File: src/rtl/fios_pkg.sv
// fios_pkg: shared definitions for the FIOS result path.
//   BLK_W   - width of one radix-2^17 block
//   state_t - result reducer FSM states
//   pe_nb() - number of processing elements for a given block count s,
//             shared with the memory block
package fios_pkg;

  localparam int BLK_W = 17;

  typedef enum logic [1:0] {
    IDLE    = 2'd0,
    COLLECT = 2'd1,
    PUSH    = 2'd2,
    DONE    = 2'd3
  } state_t;

  function automatic int pe_nb(input int s);
    return (2 * s + 5) / 9 + 1;
  endfunction

endpackage

File: src/rtl/serial_sub_cell.sv
// serial_sub_cell: combinational one-block subtractor with borrow chain.
// Present only when FIOS_FINAL_SUB_EN is defined (final subtraction build).
// Ports:
//   a          in  BLK_W  minuend block
//   b          in  BLK_W  subtrahend block
//   borrow_in  in  1      borrow from the previous (less significant) block
//   diff       out BLK_W  a - b - borrow_in, low BLK_W bits
//   borrow_out out 1      borrow into the next block
`ifdef FIOS_FINAL_SUB_EN
module serial_sub_cell
  import fios_pkg::*;
(
  input  logic [BLK_W-1:0] a,
  input  logic [BLK_W-1:0] b,
  input  logic             borrow_in,
  output logic [BLK_W-1:0] diff,
  output logic             borrow_out
);

  // The 18-bit difference wraps on underflow, so its MSB is the borrow out.
  assign {borrow_out, diff} = {1'b0, a} - {1'b0, b} - {{BLK_W{1'b0}}, borrow_in};

endmodule
`endif

File: src/rtl/fios_result_reducer.sv
// fios_result_reducer: collects the s result blocks of the last PE
// (LSB-first), optionally applies the final conditional subtraction
// T >= n ? T - n : T block-serially, then pushes the s result blocks to
// memory LSB-first, one per cycle.
// Build option: FIOS_FINAL_SUB_EN - when defined, the subtractor and diff
// register are built; otherwise the raw T is pushed (lazy reduction) and
// n_blk_i / res_carry_i are unused.
// Ports:
//   clock_i      in  1   clock, rising edge
//   reset_i      in  1   asynchronous active-low reset
//   start_i      in  1   arms collection of a new result
//   res_blk_i    in  17  result block from the last PE
//   n_blk_i      in  17  modulus block with the same index
//   res_valid_i  in  1   res_blk_i / n_blk_i valid
//   res_carry_i  in  1   top carry of T, sampled with the s-th block
//   res_o        out 17  block to memory res_i (0 when not pushing)
//   res_push_o   out 1   push strobe to memory res_push_i
//   busy_o       out 1   high from start until done
//   done_o       out 1   one-cycle pulse after the last push
//
// state   | meaning
// IDLE    | waiting for start_i, res_valid_i ignored
// COLLECT | shifting in s valid blocks, gaps allowed
// PUSH    | s consecutive pushes of the selected result
// DONE    | raises done_o on the next edge, back to IDLE
module fios_result_reducer
  import fios_pkg::*;
#(
  parameter int s = 16
) (
  input  logic             clock_i,
  input  logic             reset_i,
  input  logic             start_i,
  input  logic [BLK_W-1:0] res_blk_i,
  input  logic [BLK_W-1:0] n_blk_i,
  input  logic             res_valid_i,
  input  logic             res_carry_i,
  output logic [BLK_W-1:0] res_o,
  output logic             res_push_o,
  output logic             busy_o,
  output logic             done_o
);

  localparam int CW = (s > 1) ? $clog2(s) : 1;
  localparam int RW = BLK_W * s;
  localparam logic [CW-1:0] LAST = CW'(s - 1);

  state_t           state_q, state_d;
  logic [CW-1:0]    cnt_q, cnt_d;
  logic [RW-1:0]    raw_q, raw_d;
  logic [BLK_W-1:0] res_q, res_d;
  logic             res_push_q, res_push_d;
  logic             done_q, done_d;
  logic [BLK_W-1:0] push_blk;

`ifdef FIOS_FINAL_SUB_EN
  logic [RW-1:0]    diff_q, diff_d;
  logic             borrow_q, borrow_d;
  logic             carry_q, carry_d;
  logic [BLK_W-1:0] sub_diff;
  logic             sub_borrow;
  logic             sel_diff;

  serial_sub_cell u_sub (
    .a          (res_blk_i),
    .b          (n_blk_i),
    .borrow_in  (borrow_q),
    .diff       (sub_diff),
    .borrow_out (sub_borrow)
  );

  // carry and borrow are frozen once PUSH is entered, so the selection is
  // stable for the whole push burst. T == n leaves no borrow -> zero result.
  assign sel_diff = carry_q | ~borrow_q;
  assign push_blk = sel_diff ? diff_q[BLK_W-1:0] : raw_q[BLK_W-1:0];
`else
  logic unused_inputs;
  assign unused_inputs = ^{n_blk_i, res_carry_i};
  assign push_blk      = raw_q[BLK_W-1:0];
`endif

  always_comb begin
    state_d    = state_q;
    cnt_d      = cnt_q;
    raw_d      = raw_q;
    res_d      = '0;
    res_push_d = 1'b0;
    done_d     = 1'b0;
`ifdef FIOS_FINAL_SUB_EN
    diff_d     = diff_q;
    borrow_d   = borrow_q;
    carry_d    = carry_q;
`endif
    case (state_q)
      IDLE: begin
        if (start_i) begin
          state_d  = COLLECT;
          cnt_d    = '0;
`ifdef FIOS_FINAL_SUB_EN
          borrow_d = 1'b0;
          carry_d  = 1'b0;
`endif
        end
      end
      COLLECT: begin
        if (res_valid_i) begin
          raw_d    = {res_blk_i, raw_q[RW-1:BLK_W]};
`ifdef FIOS_FINAL_SUB_EN
          diff_d   = {sub_diff, diff_q[RW-1:BLK_W]};
          borrow_d = sub_borrow;
`endif
          if (cnt_q == LAST) begin
`ifdef FIOS_FINAL_SUB_EN
            carry_d = res_carry_i;
`endif
            state_d = PUSH;
            cnt_d   = '0;
          end else begin
            cnt_d = cnt_q + 1'b1;
          end
        end
      end
      PUSH: begin
        res_push_d = 1'b1;
        res_d      = push_blk;
        raw_d      = {{BLK_W{1'b0}}, raw_q[RW-1:BLK_W]};
`ifdef FIOS_FINAL_SUB_EN
        diff_d     = {{BLK_W{1'b0}}, diff_q[RW-1:BLK_W]};
`endif
        if (cnt_q == LAST) begin
          state_d = DONE;
          cnt_d   = '0;
        end else begin
          cnt_d = cnt_q + 1'b1;
        end
      end
      DONE: begin
        done_d  = 1'b1;
        state_d = IDLE;
      end
      default: state_d = IDLE;
    endcase
  end

  always_ff @(posedge clock_i or negedge reset_i) begin
    if (!reset_i) begin
      state_q    <= IDLE;
      cnt_q      <= '0;
      raw_q      <= '0;
      res_q      <= '0;
      res_push_q <= 1'b0;
      done_q     <= 1'b0;
    end else begin
      state_q    <= state_d;
      cnt_q      <= cnt_d;
      raw_q      <= raw_d;
      res_q      <= res_d;
      res_push_q <= res_push_d;
      done_q     <= done_d;
    end
  end

`ifdef FIOS_FINAL_SUB_EN
  always_ff @(posedge clock_i or negedge reset_i) begin
    if (!reset_i) begin
      diff_q   <= '0;
      borrow_q <= 1'b0;
      carry_q  <= 1'b0;
    end else begin
      diff_q   <= diff_d;
      borrow_q <= borrow_d;
      carry_q  <= carry_d;
    end
  end
`endif

  assign res_o      = res_q;
  assign res_push_o = res_push_q;
  assign done_o     = done_q;
  assign busy_o     = (state_q != IDLE);

endmodule

File: config.mk
export PLATFORM = sky130hd
export DESIGN_NAME = fios_result_reducer
export DESIGN_NICKNAME = d
export VERILOG_FILES = /design/src/rtl/fios_pkg.sv /design/src/rtl/serial_sub_cell.sv /design/src/rtl/fios_result_reducer.sv
export SDC_FILE = /design/constraint.sdc
export NUM_CORES = 1
export LEC_CHECK = 0
export CAP_MARGIN = 40
export CORE_UTILIZATION = 60
export CTS_CLUSTER_DIAMETER = 100
export DETAILED_ROUTE_END_ITERATION = 8
export GPL_TIMING_DRIVEN = 0
export PLACE_DENSITY = 0.8
export SLEW_MARGIN = 20
export SYNTH_ARGS = -nofsm -noshare
export SYNTH_HDL_FRONTEND = slang
export SYNTH_SLANG_ARGS = --single-unit
File: constraint.sdc
create_clock -name clock_i -period 2.4 [get_ports clock_i]
set_clock_uncertainty 0.2 [all_clocks]
set_input_delay 0.36 -clock clock_i [delete_from_list [all_inputs] [get_ports clock_i]]
set_output_delay 0.36 -clock clock_i [all_outputs]
set_load 0.05 [all_outputs]
==> flow_summary.ini, run 1 <==
[logic_synthesis]
synth-compound-area-share = 0.0139
synth_mux_area_frac = 0.284
syn_nets = 737
yosysWarnings = 0
netlist_instances = 692
synth_xor_xnor_area_share = 0
synth_cell_types = 25
ys_ff_latch = 297
synth_seq_area_share = 0.639
yosys.area_share.simple = 0.0284
syn_area_mm2 = 0.0116
synth_top_family_by_area = multiplexers
synth_area_per_cell_um2 = 16.8
yosys.area_share.adder = 0.00646

[placement]
port_buffers = 40
place_congestion = 0.739
dpl_worst_slack_ps = -211
post-dp-hpwl_mm = 12.0
dpl_cell_area_mm2 = 0.0124

[sta]
maxSlewViolCount = 0
slew_headroom = 0.641
rsz0062_at_grt = no
fin_crit_sh = 0.962
worst_slew_pin_slew_ps = 538
setup_ws_ps = 90.6
hold_violations = 0
fmax_ghz = 0.433
finalSetupViolCount = 0
fin_crit_ps = 2310
whs_ps = 170

[cts]
cts-htree-levels = 1
cts_buffers = 29
cts_tree = yes
clockBufferDepth = 3
clock_latency_ps = 540
root_buffer = clkbuf_16
path_clk_slew_ps = 60
cts.sinks = 297

[floorplanning]
rows = 50
dieArea_mm2 = 0.0199
dieHeight_um = 141
core_mm2 = 0.0188
io_pins = 59
chipWidth_um = 141
start_util = 0.617

[finish]
drive_gt1_frac = 0.327
stdcell_area_mm2 = 0.0134
finalCoreUtilization = 0.712
layout.nets = 814
diodes = 0
layout_commonest_cell = dfrtp_1
num-fill-cells = 1204
area_growth_pct = 15.4
final_cell_mix = 297 x dfrtp_1, 106 x mux2_4, 80 x mux2_1, 69 x mux2_2, 38 x clkdlybuf4s50_1

[global_route]
grt_pass1_wl_mm = 31.3
track_usage = 0.197
grt_pass1_vias = 6280
use_met3 = 0.0292
met2_usage = 0.369
grt_overflow_total = 0
grt_max_degree = 93
top_usage_layer = met2
antenna_found_initial = 0
use_met1 = 0.235

[critical_path]
startpoint = state_q[1]$_DFFE_PN0P_
regToRegStartpoint = state_q[1]$_DFFE_PN0P_
endpoint_kind = flip-flop
rr_worst_depth = 7
timing.reg2reg.setup_slack_ps = 90
start_kind = flip-flop
r2r-end = raw_q[98]$_DFFE_PN0P_
crit_arrival_ps = 2530
endpoint = raw_q[98]$_DFFE_PN0P_
cp_data_required_time_ps = 2620
path_max_fanout = 10
critPathKind = flip-flop to flip-flop

[detailed_routing]
wl_per_cell_um = 16.8
first_iter_violations = 193
drt-total-wl_mm = 17.7
drt-pass1-iter-count = 4
drc = 0
num_vias = 5567
vias_per_cell = 5.30
antenna_left = 0

[outcome]
status = completed

[power]
powerDensity_mw_per_mm2 = 1450
vdd_drop_max_v = 0.000761
p_leak_uw = 0.00669

[flow_run]
cap_violations = 0

[min_path]
hold_class = primary input to asynchronous set/reset pin
cells in the mapped netlist, drive strengths merged:
| cell | number | area, um2 |
|---|---|---|
| nand3 | 1 | 5.00 |
| o21ai | 24 | 120 |
| nor2 | 1 | 3.75 |
| a21o | 1 | 7.51 |
| ha | 6 | 75.1 |
| nand2b | 20 | 125 |
| nand2 | 20 | 75.1 |
| o221ai | 1 | 8.76 |
| mux2i | 2 | 32.5 |
| buf | 30 | 280 |
| mux2 | 255 | 3270 |
| dfrtp | 297 | 7430 |
| a21oi | 2 | 10.0 |
| or2 | 1 | 6.26 |
| and2 | 17 | 106 |
| a2111oi | 1 | 8.76 |
| o22ai | 1 | 6.26 |
| nand4b | 1 | 8.76 |
| inv | 6 | 22.5 |
| clkbuf | 5 | 18.8 |
per-stage QoR:
step                      std cells  TNS [ps]  power [uW]
after floorplan                 692         0       13500
after global placement          992  -3288980       14600
after detailed placement        995    -43230       15100
after CTS                      1051         0       19600
after global routing           1051         0       20500
final                          1051         0       19400
cell type report:
cell class / count / area, um2 / area share
clock buffers: 48 / 897 / 0.0669
inverters: 6 / 22.5 / 0.00168
repair buffers: 46 / 520 / 0.0388
multi-input cells: 354 / 3870 / 0.289
well taps: 260 / 325 / 0.0243
plain buffers: 35 / 314 / 0.0234
clock inverters: 5 / 28.8 / 0.00215
flip-flops and latches: 297 / 7430 / 0.554
cells by family (layout without fill, tap and decap cells):
| logic type | after synthesis | after routing |
|---|---|---|
| flops | 297 | 297 |
| mux | 257 | 257 |
| simple gates | 61 | 61 |
| buf+inv | 41 | 140 |
| compound gates | 30 | 30 |
| fa+ha+maj | 6 | 6 |
state kept, by name, indices dropped and copies added (netlist names):
signal and flops:
cnt_q 4, done_o 1, raw_q 272, res_o 17, res_push_o 1, state_q 2
layer usage:
layer | vias to the layer above | share of wire
li1 | 2545 | -
met5 | - | 0
met2 | 91 | 0.54
met1 | 2890 | 0.40
met4 | 0 | 0.025
met3 | 41 | 0.028
worst min path at each step:
| stage | to | slack, ps | depth (start not counted) |
|---|---|---|---|
| 2_1_floorplan | cnt_q[0]$_DFFE_PN0P_ | -140 | 0 |
| 3_3_place_gp | raw_q[264]$_DFFE_PN0P_ | 260 | 2 |
| 3_5_place_dp | raw_q[22]$_DFFE_PN0P_ | 150 | 1 |
| 4_1_cts | raw_q[258]$_DFFE_PN0P_ | 170 | 3 |
| 5_1_grt | raw_q[259]$_DFFE_PN0P_ | 200 | 3 |
| 6_report | raw_q[22]$_DFFE_PN0P_ | 170 | 2 |
where the power goes:
part / internal (uW) / switching (uW) / total, uW
combinational: 4120 / 2950 / 7070
sequential: 7000 / 1010 / 8010
clock: 2530 / 1790 / 4330
repair_timing:
action | CTS | global route
pin swaps | 0 | 0
hold buffers | 1 | 0
buffers inserted | 2 | 0
endpoints found under the hold margin | 64 | 0
setup endpoints to repair | 283 | 30
gates resized for setup | 3 | 7
worst max-delay path: stages (launching register included):
cell	delay, ps
dfrtp_1	410
inv_1	140
ha_1	290
mux2i_4	300
buf_12	150
buf_6	160
buf_6	200
mux2_4	320
(Power assumes the default switching activity.)
==> run 2, diff against run 1 <==
- CORE_UTILIZATION: 60 -> 45
- PLACE_DENSITY: 0.8 -> unset
==> flow_summary.ini, run 2 (same netlist as run 1, synthesis figures left out) <==
[sta]
fin_crit_ps = 2290
finalSetupViolCount = 0
rsz0062_at_grt = no
fmax_ghz = 0.437
whs_ps = 154
maxSlewViolCount = 0
slew_headroom = 0.660
fin_crit_sh = 0.953
hold_violations = 0
worst_slew_pin_slew_ps = 510

[critical_path]
rr_worst_depth = 8
path_max_fanout = 10
critPathKind = flip-flop to flip-flop
regToRegStartpoint = state_q[0]$_DFFE_PN0P_
endpoint_kind = flip-flop
startpoint = state_q[0]$_DFFE_PN0P_
start_kind = flip-flop
cp_data_required_time_ps = 2600
crit_arrival_ps = 2490

[power]
switching_share = 0.293
powerDensity_mw_per_mm2 = 1420
combPwrFrac = 0.363
power_frac_clock = 0.222
p_leak_uw = 0.00668
switching_power_uw = 5620
vdd_drop_max_v = 0.000785
power_uw = 19200
seqPwrFrac = 0.415
p_int_uw = 13600

[placement]
place_congestion = 0.735
port_buffers = 40
post-dp-hpwl_mm = 11.7

[floorplanning]
dieArea_mm2 = 0.0265
rows = 58
chipWidth_um = 163
io_pins = 59
start_util = 0.460
dieHeight_um = 163
core_mm2 = 0.0253

[cts]
cts_tree = yes
clock_latency_ps = 540
cts_buffers = 30
clockBufferDepth = 3
root_buffer = clkbuf_16
cts.sinks = 297
path_clk_slew_ps = 60
cts-htree-levels = 1

[detailed_routing]
antenna_left = 0
wl_per_cell_um = 15.4
drt-total-wl_mm = 17.2
vias_per_cell = 4.92
first_iter_violations = 217
drc = 0
drt-pass1-iter-count = 4
num_vias = 5502

[global_route]
grt_pass1_vias = 5975
antenna_found_initial = 0
top_usage_layer = met2
grt_overflow_total = 0
grt_max_degree = 99
use_met1 = 0.181
grt_pass1_wl_mm = 30.6
track_usage = 0.142
met2_usage = 0.248
use_met3 = 0.0267

[finish]
largest_register_ffs = 272
layout.nets = 815
final_cell_mix = 297 x dfrtp_1, 106 x mux2_4, 80 x mux2_1, 69 x mux2_2, 38 x clkdlybuf4s50_1
drive_gt1_frac = 0.327
area_growth_pct = 16.0
diodes = 0
largest-register = raw_q
num-fill-cells = 2080
layout_commonest_cell = dfrtp_1

[flow_run]
cap_violations = 0

[min_path]
hold_class = primary input to asynchronous set/reset pin

[outcome]
status = completed
==> run 2: changes by cell type in the layout (fill, tap and decap cells not counted) <==
cell	delta
buf_2	+4
clkbuf_4	-4
clkbuf_16	+2
clkdlybuf4s15_2	+1
clkbuf_8	-6
buf_6	-1
ha_2	+1
clkinv_2	+1
buf_8	+1
ha_1	-1
==> run 2: critical path, cell delays in order (launching register included) <==
cell	delay, ps
dfrtp_1	380
inv_1	100
ha_1	220
buf_2	200
mux2i_4	190
buf_12	170
buf_6	170
buf_8	160
mux2_1	360
==> run 2: final timing paths <==
path                                          end  slack, ps
setup reg to reg           raw_q[234]$_DFFE_PN0P_        110
setup / recovery           raw_q[234]$_DFFE_PN0P_        110
max in group asynchronous  raw_q[251]$_DFFE_PN0P_        590
min in group clock_i       raw_q[264]$_DFFE_PN0P_        190
hold reg to reg            raw_q[223]$_DFFE_PN0P_        270
hold / removal                 res_o[2]$_DFF_PN0_        150
==> run 2: timing repair <==
item | CTS | global route
endpoints found under the hold margin | 71 | 0
hold buffers | 1 | 0
setup endpoints to repair | 283 | 199
setup buffers | 1 | 1
gates resized for setup | 5 | 4
gates cloned | 0 | 0
==> run 2: power by group through the flow <==
stage	logic, uW	clock network, uW	registers (uW)
2_1_floorplan	5660	0	7870
3_5_place_dp	7020	0	8080
5_1_grt	7640	4630	8220
4_1_cts	7110	4420	8000
6_report	6970	4270	7960
3_3_place_gp	6760	0	8000
==> run 2: cell type report <==
type | instances | area (um2) | area share
sequential | 297 | 7430 | 0.551
multi-input combinational | 354 | 3870 | 0.287
clock buffer | 45 | 868 | 0.0644
timing repair buffer | 46 | 527 | 0.0391
tap | 330 | 413 | 0.0306
buffer | 35 | 309 | 0.0229
clock inverter | 6 | 33.8 | 0.00251
inverter | 6 | 22.5 | 0.00167
==> run 2: layer usage <==
layer / routed length (um) / vias to the layer above
met1: 7600 / 2836
met3: 558 / 23
met2: 8720 / 71
met4: 340 / 0
li1: - / 2572
met5: 0 / -
==> run 2: through the flow <==
step	instance area (um2)	setup TNS [ps]	worst slack [ps]	util	cells
3_5_place_dp	12500	-57450	-255	0.496	1065
5_1_grt	13500	0	1.26	0.534	1119
3_3_place_gp	12400	-3411760	-11410	0.492	1062
6_report	13500	0	113	0.534	1119
2_1_floorplan	11600	0	322	-	692
4_1_cts	13500	0	53.9	0.533	1118
==> run 3, diff against run 2 <==
- CORE_MARGIN: unset -> 2
==> flow_summary.ini, run 3 (same netlist as run 1, synthesis figures left out) <==
[critical_path]
startpoint = state_q[0]$_DFFE_PN0P_
worstPathCellList = inv_1 > ha_1 > buf_2 > mux2i_4 > buf_12 > buf_6 > buf_6 > mux2_1
cp_slowest_stage_delay_ps = 390
cp_data_required_time_ps = 2620
regToRegStartpoint = state_q[0]$_DFFE_PN0P_
critPathKind = flip-flop to flip-flop
endpoint_kind = flip-flop
path_max_fanout = 10
start_kind = flip-flop
critical_path.slowest_cell = dfrtp_1
cp_common_cell = buf_6
timing.reg2reg.setup_slack_ps = 100
crit_arrival_ps = 2510

[floorplanning]
dieHeight_um = 165
chipWidth_um = 165
dieArea_mm2 = 0.0271
start_util = 0.460
io_pins = 59
rows = 58
core_mm2 = 0.0253

[finish]
final_cell_mix = 297 x dfrtp_1, 106 x mux2_4, 80 x mux2_1, 69 x mux2_2, 38 x clkdlybuf4s50_1
largest_register_ffs = 272
area_growth_pct = 17.2
diodes = 0
largest-register = raw_q
drive_gt1_frac = 0.334
finalCoreUtilization = 0.539
layout_commonest_cell = dfrtp_1
layout.nets = 815

[cts]
path_clk_slew_ps = 60
cts-htree-levels = 1
clockBufferDepth = 3
cts_tree = yes
clock_latency_ps = 540
root_buffer = clkbuf_16
cts_buffers = 31
cts.sinks = 297

[outcome]
status = completed

[global_route]
grt_max_degree = 104
antenna_found_initial = 0
track_usage = 0.138
grt_pass1_vias = 5984
grt_pass1_wl_mm = 30.6
grt_overflow_total = 0

[sta]
slew_headroom = 0.666
worst_slew_pin_slew_ps = 499
fmax_ghz = 0.436
hold_violations = 0
fin_crit_sh = 0.956
maxSlewViolCount = 0
fin_crit_ps = 2300
finalSetupViolCount = 0
rsz0062_at_grt = yes

[power]
power_uw = 19700
p_leak_uw = 0.00674
vdd_drop_max_v = 0.000711
powerDensity_mw_per_mm2 = 1450

[detailed_routing]
num_vias = 5484
first_iter_violations = 194
drt-total-wl_mm = 17.1
drc = 0
drt-pass1-iter-count = 5
antenna_left = 0
vias_per_cell = 4.88
wl_per_cell_um = 15.2

[flow_run]
cap_violations = 0

[placement]
post-dp-hpwl_mm = 11.7
place_congestion = 0.714
port_buffers = 40

[min_path]
hold_class = primary input to asynchronous set/reset pin
[run 3: cell types whose count changed in the layout (fill, tap and decap cells not counted), sizes merged]
cell      delta
clkinv       -2
clkinvlp     +1
clkbuf       +5
bufinv       +2
buf          -1
[run 3: worst max-delay path: cells and delay by family, from the launching register on]
family	cells	cell delay, ps
mux	2	520
buf+inv	5	820
fa+ha+maj	1	220
flops	1	390
[run 3: layer usage]
| metal | vias up | GRT usage | share of wire |
|---|---|---|---|
| met5 | - | 0 | 0 |
| met4 | 0 | 0.0403 | 0.023 |
| met3 | 32 | 0.0246 | 0.032 |
| met2 | 81 | 0.242 | 0.50 |
| met1 | 2808 | 0.177 | 0.44 |
| li1 | 2563 | - | - |
[run 3: layout make-up]
type | count | area [um2]
Buffer | 35 | 317
Tap cell | 330 | 413
Inverter | 6 | 22.5
Multi-Input combinational cell | 354 | 3870
Clock inverter | 7 | 91.3
Timing Repair Buffer | 45 | 519
Fill cell | 2049 | 11600
Clock buffer | 50 | 957
Sequential cell | 297 | 7430
[run 3: where the power goes]
part | internal (uW) | switching, uW | total, uW
clock network | 2920 | 1850 | 4770
registers | 6990 | 964 | 7960
logic | 4120 | 2860 | 6980
[run 3: path summary, 6_finish.rpt]
check	end	cells after the start
worst max-delay path	raw_q[230]$_DFFE_PN0P_	8
worst min-delay path	res_o[5]$_DFF_PN0_	2
worst max register to register	raw_q[230]$_DFFE_PN0P_	8
worst min register to register	raw_q[258]$_DFFE_PN0P_	2
max in group asynchronous	raw_q[184]$_DFFE_PN0P_	4
min in group clock_i	raw_q[262]$_DFFE_PN0P_	3
[run 3: repair_timing]
action | in CTS | in global routing
hold endpoints to repair | 132 | 0
endpoints found under the setup margin | 283 | 217
hold buffers | 1 | 0
resized for setup | 5 | 6
buffers inserted | 1 | 0
[run 3: per-stage QoR]
stage | std cells | area [um2] | setup slack (ps) | setup TNS (ps) | hold WS [ps]
2_1_floorplan | 692 | 11600 | 322 | 0 | -136
3_3_place_gp | 1062 | 12400 | -11380 | -3402000 | 259
3_5_place_dp | 1065 | 12500 | -271 | -60910 | 78.3
4_1_cts | 1124 | 13600 | 46.0 | 0 | 91.1
5_1_grt | 1124 | 13600 | -18.3 | -724 | 112
6_report | 1124 | 13600 | 105 | 0 | 98.3
